===== src/rtl/seq_divider8.sv =====
// Sequential restoring divider: one quotient bit per cycle, zero divisors resolved
// immediately with a saturated quotient and a div_by_zero flag.
//
// state | meaning
// IDLE  | waiting for start; results from the last operation are held
// RUN   | one shift-subtract step per cycle, bit counter counts down to 1
// DONE  | results valid, done pulses; start here launches the next divide
module seq_divider8 #(
    parameter int WIDTH = 8
) (
    input  logic             clk,
    input  logic             rst_n,
    input  logic             start,
    input  logic [WIDTH-1:0] in_a,
    input  logic [WIDTH-1:0] in_b,
    output logic [WIDTH-1:0] quotient,
    output logic [WIDTH-1:0] remainder,
    output logic             busy,
    output logic             done,
    output logic             div_by_zero
);

    localparam int CW = $clog2(WIDTH + 1);

    typedef enum logic [1:0] {IDLE, RUN, DONE} state_t;

    state_t           state, state_nxt;
    logic [CW-1:0]    count;
    logic [WIDTH-1:0] part_rem, dvd, dvs;
    logic [WIDTH:0]   shifted;
    logic [WIDTH+1:0] trial;
    logic             borrow;
    logic [WIDTH-1:0] rem_step, dvd_step;
    logic             accept, last_step;

    // The shifted partial remainder is one bit wider than the divisor, so the
    // trial subtraction keeps an extra borrow bit that serves as the sign.
    always_comb begin
        shifted  = {part_rem, dvd[WIDTH-1]};
        trial    = {1'b0, shifted} - {2'b00, dvs};
        borrow   = trial[WIDTH+1];
        rem_step = borrow ? shifted[WIDTH-1:0] : WIDTH'(trial);
        dvd_step = {dvd[WIDTH-2:0], ~borrow};
    end

    assign last_step = (count == CW'(1));

    always_ff @(posedge clk or negedge rst_n) begin
        if (!rst_n) begin
            state <= IDLE;
        end else begin
            state <= state_nxt;
        end
    end

    always_comb begin
        state_nxt = state;
        accept    = 1'b0;
        busy      = 1'b0;
        done      = 1'b0;
        case (state)
            IDLE: begin
                if (start) begin
                    accept    = 1'b1;
                    state_nxt = (in_b == '0) ? DONE : RUN;
                end
            end
            RUN: begin
                busy = 1'b1;
                if (last_step) state_nxt = DONE;
            end
            DONE: begin
                done = 1'b1;
                if (start) begin
                    accept    = 1'b1;
                    state_nxt = (in_b == '0) ? DONE : RUN;
                end else begin
                    state_nxt = IDLE;
                end
            end
            default: state_nxt = IDLE;
        endcase
    end

    always_ff @(posedge clk or negedge rst_n) begin
        if (!rst_n) begin
            count       <= '0;
            part_rem    <= '0;
            dvd         <= '0;
            dvs         <= '0;
            quotient    <= '0;
            remainder   <= '0;
            div_by_zero <= 1'b0;
        end else if (accept) begin
            if (in_b == '0) begin
                quotient    <= '1;
                remainder   <= in_a;
                div_by_zero <= 1'b1;
                count       <= '0;
            end else begin
                dvd      <= in_a;
                dvs      <= in_b;
                part_rem <= '0;
                count    <= CW'(WIDTH);
            end
        end else if (state == RUN) begin
            part_rem <= rem_step;
            dvd      <= dvd_step;
            count    <= count - CW'(1);
            if (last_step) begin
                quotient    <= dvd_step;
                remainder   <= rem_step;
                div_by_zero <= 1'b0;
            end
        end
    end

endmodule


===== config.mk =====
export PLATFORM = sky130hd
export DESIGN_NAME = seq_divider8
export DESIGN_NICKNAME = d
export VERILOG_FILES = /design/src/rtl/seq_divider8.sv
export SDC_FILE = /design/constraint.sdc
export NUM_CORES = 1
export LEC_CHECK = 0
export CORE_ASPECT_RATIO = 0.6
export CORE_UTILIZATION = 36
export CTS_CLUSTER_SIZE = 25
export DETAILED_ROUTE_END_ITERATION = 12
export PLACE_DENSITY = 0.61
export SLEW_MARGIN = 30
export SYNTH_ARGS = -nofsm -noshare
export SYNTH_HDL_FRONTEND = slang
export SYNTH_SLANG_ARGS = --single-unit
export TNS_END_PERCENT = 20

===== constraint.sdc =====
create_clock -name clk -period 2.2 [get_ports clk]
set_input_delay 0.22 -clock clk [delete_from_list [all_inputs] [get_ports clk]]
set_output_delay 0.22 -clock clk [all_outputs]
set_load 0.02 [all_outputs]

==> qor.txt <==
Sum Neg Setup Slack = 0 ns
number of buffers created by CTS = 5
pin count of the biggest net entering global routing = 28
endpoint kind of the worst setup timing path = flip-flop
CP Max Fanout = 2
number of flops mapped to enable cells by yosys = 0
net switching power of the design = 2.468 mW
level count of the clock H-tree = 2
highest-count cells in the layout ignoring fill and taps = dfrtp_1, nor2_1, nand2_1
total power draw = 5.825 mW
Detailed Routing Iterations Pass 1 = 8
synthesis-stage register bit count = 47
type of the worst min-delay path = input pin to asynchronous set/reset pin
share of the synthesized area in the top cell type = 0.4740
core box area = 0.006676 mm2
synthesized netlist cell count = 271
Final Net Count = 351
routability-driven placement congestion ratio = 0.8523
HPWL after detailed placement = 4582 um
share of total power in the clock network = 0.168
run status = finished with violations
routed length per instance = 15.15 um
Critical Setup Path Class = flip-flop to flip-flop
violations in the final reports = DRC
minimum period implied by the final worst setup slack = 2.135 ns
P_int = 3.357 mW
power density of the placed cells = 1774 mW/mm2
startpoint type of the worst setup path = flip-flop
clock transition at the registers of the reported paths = 0.06 ns
Leak = 1.382 nW
number of pins exceeding their max-slew limit in the final report = 0
vias = 2071
clock tree root driver cell = clkbuf_16
register share of total power = 0.267
overall die height = 66.31 um
number of warning messages in the yosys log = 0
Clock Tree Buf Depth = 2
library cells used by synthesis = 47
unrepaired setup endpoints after global routing = yes
fmax = 0.4683 GHz
diode insertion count for antenna repair = 0
final core occ = 0.4919
fraction of the yosys area taken by sequential cells = 0.4740
Die Footprint = 0.007239 mm2
CTS sink cnt = 47
max-cap violation count = 0
CTS tree = yes
count of nets left with antenna violations after detail routing = 0
endpoints failing hold = 0
worst slew pin tran = 0.4025 ns
antenna violations before repair = 0
quantity of I/O buffers inserted on ports = 37
dominant cells by area after synthesis = dfrtp_1, nor2_1, nand2_1, o21ai_0, ha_1
nets in the synthesized netlist = 301
most common library cell in the layout ignoring fill and taps = dfrtp_1
top flip-flop cell by instance count after synthesis = dfrtp_1
global-route wire length before repair = 10110 um
initial core utilization = 0.3716
Max rail drop VDD = 609.3 uV
std cell rows = 23
IO Count = 38
Gate power share = 0.565
count of filler cells inserted in the layout = 629
share of post-route cells with drive strength above 1 = 0.1522
number of endpoints failing setup at the final stage = 0
headroom to the max-slew limit = 0.7293
Worst Clk Skew = 0.002965 ns
vias in the first global route = 1977
iteration-0 DRC count of the detailed router = 101
switching part of the total power = 0.4237
cell type contributing the most total cell area after synthesis = dfrtp_1
detailed-route wire length = 6198 um
Register-to-Register Path Depth = 10
data arrival time of the critical path = 2.33 ns
global routing usage summed across all routing layers = 0.1874
syn_area_per_cell = 9.155 um2
DRC violations left = 2
data required time at the worst endpoint = 2.40 ns
fraction of the cycle the final worst path needs = 0.9706
share of async-settable or async-resettable flops after synthesis = 1.000
netlist area before placement = 0.002481 mm2
Die Wd = 109.2 um
aggregate global routing overflow = 0
via-per-instance ratio = 5.064
Layout Area Growth over Synthesis = 32.38%
clock network latency to the later pin of the worst-skew pair = 0.28 ns
## cell usage after synthesis (2+ instances only)
cell,n
mux2i_1,5
a221oi_1,2
buf_4,2
a31oi_1,7
inv_1,13
nand3_1,4
nand2_1,38
o21ai_0,27
dfrtp_1,47
nor4_4,2
buf_2,5
o21ai_2,2
nand2_2,4
or3_1,3
o21ai_1,2
nand2b_1,4
a21oi_1,19
xor2_1,3
nor2_1,41
clkbuf_1,2
a21oi_2,2
nor2b_1,2
ha_1,10
and2_1,2
## metal layers
layer	global-route usage	share of wire
met4	0.03500	0.0027
met2	0.2665	0.42
met5	0	0
met3	0.04729	0.037
met1	0.2837	0.54
## state kept, by name (all words and copies together) (netlist names)
register     count
quotient         8
state            2
remainder        8
dvs              8
dvd              8
div_by_zero      1
part_rem         8
count            4
## power by group through the flow
stage	clock network, mW	logic, mW	registers [mW]
final	0.976	3.29	1.55
after global routing	1.03	3.65	1.61
after CTS	1.00	3.13	1.55
after detailed placement	0	3.08	1.56
after global placement	0	3.02	1.56
after floorplan	0	1.99	1.65
## stage by stage
| step | setup slack (ns) | hold slack (ns) | instance area (um2) | cells |
|---|---|---|---|---|
| after floorplan | 0.1004 | -0.07559 | 2481 | 271 |
| after global placement | -0.04145 | 0.07564 | 3017 | 398 |
| after detailed placement | -0.09494 | 0.07812 | 3017 | 398 |
| after CTS | 0.0005249 | 0.3088 | 3227 | 407 |
| after global routing | -0.06883 | 0.3243 | 3284 | 409 |
| final | 0.06475 | 0.3068 | 3284 | 409 |
## cell type report
type / count / area, um2 / share of cell area
Clock inverter: 3 / 67.56 / 0.02057
Inverter: 13 / 48.80 / 0.01486
Sequential cell: 47 / 1176 / 0.3581
Timing Repair Buffer: 53 / 500.5 / 0.1524
Multi-Input combinational cell: 201 / 1257 / 0.3829
Tap cell: 87 / 108.9 / 0.03314
Clock buffer: 5 / 125.1 / 0.03810
## cell families after synthesis
family / synth area share
AOI/OAI and AO/OA: 0.1932
muxes: 0.02622
xor gates and xnor gates: 0.01412
DFF: 0.4740
buffers and inverters: 0.04034
adders and majority gates: 0.05850
and+or+nand+nor: 0.1936
## path summary, 6_finish.rpt
kind | startpoint | end | slack, ns
worst max-delay path | dvd[7] | remainder[6] | 0.06
worst min-delay path | rst_n | quotient[0] | 0.31
worst max register to register | dvd[7] | remainder[6] | 0.06
worst min register to register | count[1] | count[1] | 0.51
max in group asynchronous | rst_n | part_rem[2] | 1.31
min in group clk | count[1] | count[1] | 0.51
## worst max-delay path, stage by stage (launching register included)
cell      delay [ns]
dfrtp_1         0.39
inv_2           0.09
ha_4            0.13
inv_2           0.04
fa_2            0.37
a211oi_2        0.23
o21bai_1        0.09
a21oi_1         0.17
xnor2_1         0.13
mux2i_1         0.13
a221oi_2        0.28
## what timing repair did
item                                    CTS  global route
endpoints found under the setup margin    1            11
setup buffers                             0             2
gates resized for setup                   2             9
hold buffers                              1             0
hold endpoints to repair                  7             0
pin swaps                                 3             7
No activity file was read; power rests on OpenSTA's default activity.
